--- src/rtl/fpu_req_arbiter.sv ---
// Round-robin arbiter sharing one FPU core between NUM_REQ requesters.
// Optional watchdog on the core wait, enabled with `define FPU_ARB_TIMEOUT_EN.
//
// state  | meaning
// IDLE   | no transaction; pick the next requester round-robin from the pointer
// ISSUE  | grant shown, start pulse out (legal op) or error path (illegal op)
// WAIT   | waiting for core_done_i (bounded by the watchdog when enabled)
// FINISH | done shown to the winner until it drops its request

module fpu_req_arbiter #(
    parameter int NUM_REQ        = 3,
    parameter int TIMEOUT_CYCLES = 1024
) (
    input  logic                    clk,
    input  logic                    arst,
    input  logic [NUM_REQ-1:0]      req_i,
    input  logic [NUM_REQ*5-1:0]    op_i,
    input  logic [NUM_REQ*32-1:0]   a_i,
    input  logic [NUM_REQ*32-1:0]   b_i,
    output logic [NUM_REQ-1:0]      grant_o,
    output logic [NUM_REQ-1:0]      done_o,
    output logic [31:0]             result_o,
    output logic                    err_o,
    output logic                    busy_o,
    output logic                    core_start_o,
    output logic [4:0]              core_op_o,
    output logic [31:0]             core_a_o,
    output logic [31:0]             core_b_o,
    input  logic                    core_done_i,
    input  logic [31:0]             core_result_i,
    output logic                    core_abort_o
);

    localparam int IDX_W = $clog2(NUM_REQ);

    typedef enum logic [1:0] {IDLE, ISSUE, WAIT, FINISH} state_t;

    state_t             state;
    logic [IDX_W-1:0]   ptr;
    logic [IDX_W-1:0]   gnt_idx;
    logic [IDX_W-1:0]   sel_idx;
    logic               sel_valid;
    logic [NUM_REQ-1:0] sel_onehot;
    logic [4:0]         sel_op;

    // First active request at or after the pointer, wrapping around.
    always_comb begin
        int j;
        j         = 0;
        sel_valid = 1'b0;
        sel_idx   = '0;
        for (int i = 0; i < NUM_REQ; i++) begin
            j = int'(ptr) + i;
            if (j >= NUM_REQ) j = j - NUM_REQ;
            if (!sel_valid && req_i[j]) begin
                sel_valid = 1'b1;
                sel_idx   = IDX_W'(j);
            end
        end
    end

    always_comb begin
        sel_onehot          = '0;
        sel_onehot[sel_idx] = 1'b1;
        sel_op              = op_i[int'(sel_idx)*5 +: 5];
    end

`ifdef FPU_ARB_TIMEOUT_EN
    localparam int TO_W = (TIMEOUT_CYCLES > 1) ? $clog2(TIMEOUT_CYCLES) : 1;

    logic [TO_W-1:0] wait_cnt;
    logic            timeout_hit;

    // Combinational so that a core_done_i on the timeout cycle can suppress the abort.
    assign timeout_hit  = (state == WAIT) && !core_done_i &&
                          (wait_cnt == TO_W'(TIMEOUT_CYCLES - 1));
    assign core_abort_o = timeout_hit;

    always_ff @(posedge clk or posedge arst) begin
        if (arst) begin
            wait_cnt <= '0;
        end else if (state == ISSUE) begin
            wait_cnt <= '0;
        end else if (state == WAIT) begin
            wait_cnt <= wait_cnt + 1'b1;
        end
    end
`else
    assign core_abort_o = 1'b0;
`endif

    always_ff @(posedge clk or posedge arst) begin
        if (arst) begin
            state        <= IDLE;
            ptr          <= '0;
            gnt_idx      <= '0;
            grant_o      <= '0;
            done_o       <= '0;
            result_o     <= '0;
            err_o        <= 1'b0;
            busy_o       <= 1'b0;
            core_start_o <= 1'b0;
            core_op_o    <= '0;
            core_a_o     <= '0;
            core_b_o     <= '0;
        end else begin
            case (state)
                IDLE: begin
                    if (sel_valid) begin
                        gnt_idx      <= sel_idx;
                        core_op_o    <= sel_op;
                        core_a_o     <= a_i[int'(sel_idx)*32 +: 32];
                        core_b_o     <= b_i[int'(sel_idx)*32 +: 32];
                        grant_o      <= sel_onehot;
                        core_start_o <= !sel_op[4];
                        busy_o       <= 1'b1;
                        state        <= ISSUE;
                    end
                end
                ISSUE: begin
                    core_start_o <= 1'b0;
                    ptr          <= (gnt_idx == IDX_W'(NUM_REQ - 1)) ? '0 : gnt_idx + 1'b1;
                    if (!core_op_o[4]) begin
                        state <= WAIT;
                    end else begin
                        result_o <= '0;
                        err_o    <= 1'b1;
                        done_o   <= grant_o;
                        state    <= FINISH;
                    end
                end
                WAIT: begin
                    if (core_done_i) begin
                        result_o <= core_result_i;
                        err_o    <= 1'b0;
                        done_o   <= grant_o;
                        state    <= FINISH;
                    end
`ifdef FPU_ARB_TIMEOUT_EN
                    else if (timeout_hit) begin
                        result_o <= 32'h7FC0_0000;
                        err_o    <= 1'b1;
                        done_o   <= grant_o;
                        state    <= FINISH;
                    end
`endif
                end
                FINISH: begin
                    if (!req_i[gnt_idx]) begin
                        done_o  <= '0;
                        grant_o <= '0;
                        busy_o  <= 1'b0;
                        state   <= IDLE;
                    end
                end
                default: state <= IDLE;
            endcase
        end
    end

endmodule

--- config.mk ---
export PLATFORM = sky130hd
export DESIGN_NAME = fpu_req_arbiter
export DESIGN_NICKNAME = d
export VERILOG_FILES = /design/src/rtl/fpu_req_arbiter.sv
export SDC_FILE = /design/constraint.sdc
export NUM_CORES = 1
export LEC_CHECK = 0
export BUFFER_PORTS_ARGS = -buffer_cell sky130_fd_sc_hd__clkbuf_2
export CELL_PAD_IN_SITES_DETAIL_PLACEMENT = 0
export CELL_PAD_IN_SITES_GLOBAL_PLACEMENT = 2
export CORE_MARGIN = 2
export CORE_UTILIZATION = 22
export DETAILED_ROUTE_END_ITERATION = 6
export PLACE_DENSITY = 0.75
export SLEW_MARGIN = 5
export SYNTH_ARGS = -nofsm -noshare
export SYNTH_HDL_FRONTEND = slang
export SYNTH_SLANG_ARGS = --single-unit
--- constraint.sdc ---
create_clock -name clk -period 3.8 [get_ports clk]
set_clock_uncertainty 0.1 [all_clocks]
set_input_delay 0.57 -clock clk [delete_from_list [all_inputs] [get_ports clk]]
set_output_delay 0.57 -clock clk [all_outputs]
set_load 0.02 [all_outputs]
==> results of run 1 <==
==> sequential cells by signal (all words and copies together) (netlist names) <==
signal,count
core_op_o,5
core_a_o,32
result_o,32
core_b_o,32
err_o,1
state,2
grant_o,3
gnt_idx,2
core_start_o,1
ptr,2
done_o,3
busy_o,1
==> final timing paths <==
check,to,startpoint,cells past startpoint,slack [ns]
min in group clk,result_o[4],core_result_i[4],3,0.29
min reg2reg,result_o[31],result_o[31],2,0.36
max,core_b_o[0],ptr[1],7,0.73
max reg2reg,core_b_o[0],ptr[1],7,0.73
max in group asynchronous,core_a_o[10],arst,3,2.64
min,core_b_o[26],arst,2,0.14
==> critical path, stage by stage, from the launching register on <==
cell,delay [ns]
dfrtp_1,0.40
inv_1,0.11
ha_1,0.29
mux2_4,0.35
mux2i_4,0.39
mux2_4,0.64
a221oi_1,0.47
o21ai_0,0.14
==> layout by cell type, fill, tap and decap left out, types with 2 or more instances in the layout <==
cell | Yosys | layout
a221oi_1 | 68 | 68
ha_1 | 8 | 8
clkbuf_8 | 0 | 5
mux2_2 | 5 | 5
a21oi_1 | 6 | 6
a21boi_0 | 69 | 69
a31o_2 | 3 | 2
o22ai_1 | 3 | 3
inv_1 | 9 | 8
nor3_1 | 3 | 2
clkinv_2 | 0 | 3
a32o_1 | 3 | 2
buf_4 | 1 | 6
nor2b_1 | 6 | 6
nand3b_1 | 2 | 2
o21ai_0 | 140 | 140
nand3_1 | 32 | 32
a22o_1 | 3 | 3
bufinv_16 | 0 | 2
mux2i_1 | 3 | 3
nor2_1 | 6 | 6
clkbuf_2 | 1 | 354
nand2_1 | 141 | 140
mux2_4 | 3 | 3
buf_12 | 0 | 6
clkbuf_16 | 0 | 17
dfrtp_1 | 116 | 116
==> final cells by class <==
class	instances	area (um2)
well taps	384	480.5
fillers	3087	19500
multi-input cells	524	3191
repair buffers	366	1937
flip-flops and latches	116	2903
inverters	10	40.04
clock inverters	5	75.07
clock buffers	23	498.0
==> metal layers <==
layer / up-vias / wire, um
met4: 0 / 526
met5: - / 0
met1: 3236 / 11490
met2: 310 / 12220
li1: 3260 / -
met3: 29 / 1963
==> power groups by stage <==
stage	combinational (mW)	sequential (mW)	clock, mW
2_1_floorplan	2.59	2.75	0
5_1_grt	5.43	2.23	1.73
4_1_cts	4.95	2.16	1.68
3_5_place_dp	4.97	2.17	0
6_report	4.87	2.15	1.62
3_3_place_gp	4.95	2.15	0
==> through the flow <==
stage / setup WS (ns) / cell area, um2 / util, % / power [mW]
final: 0.7290 / 9124 / 31.87 / 8.645
after global routing: 0.5261 / 9124 / 31.87 / 9.398
after CTS: 0.7351 / 9124 / 31.87 / 8.790
after detailed placement: 0.7187 / 8551 / 29.87 / 7.138
after global placement: 0.7549 / 8551 / 29.87 / 7.100
after floorplan: 0.05759 / 6371 / - / 5.341
==> logic make-up after synthesis <==
kind of cell,after synthesis
AOI/OAI and AO/OA,306
and+or+nand+nor,197
DFF,116
buffers and inverters,82
muxes,12
adders and majority gates,8
other,1
==> impl_metrics.py, run 1 <==
metrics = {
    "synthesis": {
        "netlist_instances": 722,
        "synthSimpleGateAreaFrac_pct": 13.08,
        "synthesis.area_um2": 6371,
        "ys_async_sr_fraction_pct": 100.0,
        "synth_seq_cells": 116,
        "synth_edf_count": 0,
        "synth_seq_area_share_pct": 45.56,
        "syn_area_per_cell_um2": 8.824,
        "synth_top_family_by_area": "compound AO/OA/AOI/OAI gates",
        "synth_ff_type": "dfrtp_1",
        "synth_area_leaders": "dfrtp_1 46%, o21ai_0 11%, a221oi_1 9.3%",
        "synthTopCellsByCount": "141 x nand2_1, 140 x o21ai_0, 116 x dfrtp_1",
        "synthMuxAreaShare_pct": 2.416,
        "ys_warn_count": 0,
        "synth_top_area_cell": "dfrtp_1",
        "synth_fp_nets": 975,
        "synth_top_area_share_pct": 45.56,
        "synth_compound_area_share_pct": 31.99,
        "synth_cell_type_count": 46,
        "synth.most_common_cell": "nand2_1",
        "synth_adder_area_share_pct": 1.571,
        "synth_xor_area_share_pct": 0,
    },
    "clock_tree": {
        "clk_pin_slew_ns": 0.06,
        "cts_tree": "yes",
        "cts-htree-levels": 4,
        "ctsResizeCount": 0,
        "cts_hold_buf": 0,
        "cts_sinks": 116,
        "clock_latency_ns": 0.41,
        "post_cts_buffers": 0,
        "cts_buffer_depth": 2,
        "clock-root-buffer": "clkbuf_16",
        "cts_buffers": 17,
    },
    "floorplan": {
        "core_area_um2": 28630,
        "rows": 62,
        "die_h_um": 174.2,
        "die_area_um2": 30340,
        "initial_utilization_pct": 22.26,
        "ios": 356,
        "die_width_um": 174.2,
    },
    "drt": {
        "drt_iter0_markers": 382,
        "ant_nets": 0,
        "vias": 6835,
        "route.detailed.drc": 0,
        "avgRoutedWirePerCell_um": 18.34,
        "vias_per_cell": 4.786,
        "finalWirelength_um": 26190,
        "drt_pre_antenna_iters": 5,
    },
    "setup_path": {
        "crit_type": "flop to flop",
        "worstPathRequired_ns": 3.98,
        "endpoint_kind": "flop",
        "cp_data_arrival_time_ns": 3.26,
        "crit_path_max_fanout": 70,
        "cp-start-kind": "flop",
    },
    "power_and_ir_drop": {
        "power.density_nw_per_um2": 947.5,
        "leakagePower_nw": 4.531,
        "p_int_mw": 4.441,
        "seqPwrFrac_pct": 24.9,
        "vdd_drop_max_v": 0.0007810,
        "pwr-share-comb_pct": 56.3,
        "p_sw_share_pct": 48.63,
        "p_clk_share_pct": 18.8,
        "p_sw_mw": 4.204,
    },
    "timing": {
        "period_needed_ns": 3.071,
        "worst_slew_pin_slew_ns": 1.136,
        "hold_ws_ns": 0.1385,
        "maxSlewViolCount": 0,
        "rsz0062_at_grt": "no",
        "fin_tns_setup_ns": 0,
        "setup_violations": 0,
        "fmax_ghz": 0.3256,
        "hold_viol_final": 0,
        "maxSlewHeadroom_pct": 24.26,
        "min_period_over_period_pct": 80.82,
    },
    "global_routing": {
        "antenna_found_initial": 0,
        "gr-usage-met1_pct": 22.44,
        "grt_pass1_wl_um": 41190,
        "grt_most_used_layer": "met2",
        "met3_usage_pct": 4.724,
        "track_usage_pct": 17.34,
        "grt_max_degree": 71,
        "overflow": 0,
        "use_met2_pct": 28.07,
        "grt_pass1_vias": 7068,
    },
    "placed_design": {
        "dpl.hpwl_um": 17900,
        "dp.cells": 1400,
        "gp_congestion": 0.7623,
        "port_buffers": 354,
    },
    "final_layout": {
        "antenna_cells": 0,
        "drive_gt1_share_pct": 39.66,
        "fin_nets": 1288,
        "syn_to_final_growth_pct": 43.21,
        "final_cells": 1428,
    },
    "run": {
        "drv_cap": 0,
    },
    "outcome": {
        "status": "completed",
    },
    "hold_path": {
        "hold_class": "input port to async pin",
    },
}
No activity file was read; power rests on OpenSTA's default activity.
==> inputs of run 2 (changes only) <==
- ABC_AREA: unset -> 1
- CORE_UTILIZATION: 22 -> 21
- PLACE_DENSITY: 0.75 -> 0.74
- clock period: 3.8 -> 2.74 ns (I/O delays scaled with it)
==> impl_metrics.py, run 2 <==
metrics = {
    "timing": {
        "maxSlewHeadroom_pct": 53.42,
        "period_needed_ns": 2.487,
        "rsz0062_at_grt": "no",
        "setup_violations": 0,
        "hold_viol_final": 0,
        "worst_slew_pin_slew_ns": 0.6987,
        "min_period_over_period_pct": 90.78,
        "fmax_ghz": 0.4020,
        "maxSlewViolCount": 0,
        "fin_tns_setup_ns": 0,
    },
    "power_and_ir_drop": {
        "vdd_drop_max_v": 0.0008284,
        "p_sw_mw": 6.358,
        "seqPwrFrac_pct": 23.8,
        "power.density_nw_per_um2": 1351,
        "p_int_mw": 6.355,
        "p_clk_share_pct": 18.1,
        "p_sw_share_pct": 50.01,
        "pwr-share-comb_pct": 58.1,
        "leakagePower_nw": 4.993,
    },
    "clock_tree": {
        "cts_buffer_depth": 2,
        "post_cts_buffers": 0,
        "cts-htree-levels": 4,
        "clock_latency_ns": 0.41,
        "ctsResizeCount": 0,
        "cts_hold_buf": 0,
        "clk_pin_slew_ns": 0.07,
        "cts_sinks": 116,
        "clock-root-buffer": "clkbuf_16",
        "cts_tree": "yes",
        "cts_buffers": 17,
    },
    "drt": {
        "drt_iter0_markers": 344,
        "avgRoutedWirePerCell_um": 16.65,
        "route.detailed.drc": 0,
        "ant_nets": 0,
        "vias_per_cell": 4.363,
        "finalWirelength_um": 26520,
        "drt_pre_antenna_iters": 5,
        "vias": 6950,
    },
    "outcome": {
        "status": "completed",
    },
    "setup_path": {
        "r2r-start": "ptr[1]",
        "endpoint_kind": "flop",
        "cp_cell_sequence": "inv_1 -> ha_1 -> inv_2 -> nand2_2 -> nand2_1 -> a21oi_4 -> nand4_4 -> nand2_4 -> buf_4 -> nand2_1 -> o211ai_2 -> nand3_1",
        "crit_top_cell": "nand2_1",
        "cp_slowest_cell": "dfrtp_1",
        "path_buf_inv": 3,
        "r2r_setup_slack_ns": 0.25,
        "rr_worst_depth": 12,
        "r2r-end": "core_b_o[2]",
        "crit_path_max_fanout": 29,
        "timing.critical_path.to": "core_b_o[2]",
        "cp_top_family": "simple AND/OR/NAND/NOR gates",
        "max_stage_delay_ns": 0.41,
        "worstPathRequired_ns": 2.94,
        "cp_data_arrival_time_ns": 2.68,
        "crit_type": "flop to flop",
        "timing.critical_path.from": "ptr[1]",
        "cp-start-kind": "flop",
        "cp.depth": 12,
    },
    "global_routing": {
        "grt_pass1_wl_um": 40880,
        "grt_max_degree": 117,
        "antenna_found_initial": 1,
        "grt_pass1_vias": 7117,
        "overflow": 0,
        "track_usage_pct": 15.99,
    },
    "synthesis": {
        "synth_xor_area_share_pct": 0,
        "netlist_instances": 848,
        "synthSimpleGateAreaFrac_pct": 29.15,
        "synth_adder_area_share_pct": 1.519,
        "synth_seq_cells": 116,
        "syn_area_per_cell_um2": 7.770,
        "synth_seq_area_share_pct": 44.06,
        "synth_edf_count": 0,
        "synth_cell_type_count": 31,
        "synth_area_leaders": "dfrtp_1 44%, nand2_1 11%, nand3_1 8.0%",
        "synth_top_area_share_pct": 44.06,
        "synth_ff_type": "dfrtp_1",
        "synthMuxAreaShare_pct": 0,
        "synth_top_family_by_area": "simple AND/OR/NAND/NOR gates",
        "ys_async_sr_fraction_pct": 100.0,
        "synth_compound_area_share_pct": 15.21,
        "synth_top_area_cell": "dfrtp_1",
        "ys_warn_count": 0,
        "synthesis.area_um2": 6589,
        "synthTopCellsByCount": "199 x nand2_1, 116 x dfrtp_1, 105 x nand3_1",
        "synth_fp_nets": 1101,
        "synth.most_common_cell": "nand2_1",
    },
    "final_layout": {
        "final_area_um2": 9409,
        "top_regs": "core_a_o x32, core_b_o x32, result_o x32",
        "fillers": 3408,
        "drive_gt1_share_pct": 37.59,
        "fin_nets": 1437,
        "antenna_cells": 0,
        "multiInputGateArea_um2": 3034,
        "layout_commonest_cell": "clkbuf_2",
        "seq_area_um2": 2903,
        "syn_to_final_growth_pct": 42.80,
        "mostFrequentLayoutCells": "354 x clkbuf_2, 198 x nand2_1, 116 x dfrtp_1",
    },
    "hold_path": {
        "hold_class": "input port to async pin",
    },
    "placed_design": {
        "dpl.hpwl_um": 19280,
        "gp_congestion": 0.8728,
        "port_buffers": 354,
        "post_dp_cell_area_um2": 8815,
    },
    "floorplan": {
        "core_area_um2": 30750,
        "initial_utilization_pct": 21.43,
        "die_h_um": 181.1,
        "rows": 64,
        "die_width_um": 181.1,
        "ios": 356,
        "die_area_um2": 32810,
    },
    "run": {
        "drv_cap": 0,
    },
}
## run 2: cell count changes in the layout (fill, tap and decap cells not counted), moves of 41 or more
cell / before / now
o21ai_0: 140 / 44
a21oi_1: 6 / 88
inv_1: 8 / 84
nand3_1: 32 / 105
a21boi_0: 69 / 0
a221oi_1: 68 / 0
nand2_1: 140 / 198
nor2_1: 6 / 47
## run 2: layer usage
metal | vias up | share of wire, % | wire [um] | GRT usage, %
met3 | 30 | 7.2 | 1920 | 4.878
met5 | - | 0.049 | 13 | 0
met4 | 2 | 1.9 | 495 | 4.813
met1 | 3198 | 43 | 11480 | 20.00
li1 | 3458 | - | - | -
met2 | 262 | 48 | 12610 | 26.42
## run 2: cell type report
class	instances	share of cell area [%]
clock inverter	14	1.649
inverter	91	3.670
clock buffer	18	4.668
multi-input combinational	582	32.25
sequential	116	30.85
tap	396	5.266
timing repair buffer	376	21.65
## run 2: worst min-delay path, delay by kind of cell
kind                   cells  cell delay, ns
buffers and inverters      3            0.68
## run 2: through the flow
stage / hold slack [ns] / setup slack, ns / std cells / power [mW] / utilization (%)
after floorplan: 0.4021 / 0.7276 / 848 / 8.016 / -
after global placement: 0.3660 / 0.2853 / 1561 / 10.50 / 28.67
after detailed placement: 0.3742 / 0.2391 / 1561 / 10.56 / 28.67
after CTS: 0.1231 / 0.2430 / 1593 / 12.94 / 30.60
after global routing: 0.1382 / 0.05966 / 1593 / 13.79 / 30.60
final: 0.09656 / 0.2527 / 1593 / 12.71 / 30.60
## run 2: how the worst min path moves through the flow
stage	from	endpoint	slack (ns)	cells past startpoint
CTS	arst	result_o[1]	0.12	3
global placement	result_o[18]	result_o[18]	0.37	2
floorplan	gnt_idx[0]	ptr[1]	0.40	2
finish	arst	core_b_o[6]	0.1	3
detailed placement	done_o[2]	done_o[2]	0.37	2
global route	b_i[88]	core_b_o[24]	0.14	3
## run 2: power by group through the flow
| stage | clock [mW] | combinational, mW | sequential [mW] |
|---|---|---|---|
| global placement | 0 | 7.47 | 3.03 |
| CTS | 2.39 | 7.53 | 3.03 |
| detailed placement | 0 | 7.52 | 3.04 |
| floorplan | 0 | 4.11 | 3.90 |
| global route | 2.46 | 8.21 | 3.12 |
| finish | 2.31 | 7.39 | 3.02 |
## run 2: cells by family (layout without fill, tap and decap cells)
kind of cell	Yosys count	after routing
simple gates	409	409
compound gates	164	164
buf+inv	150	499
flops	116	116
fa+ha+maj	8	8
other cells	1	1
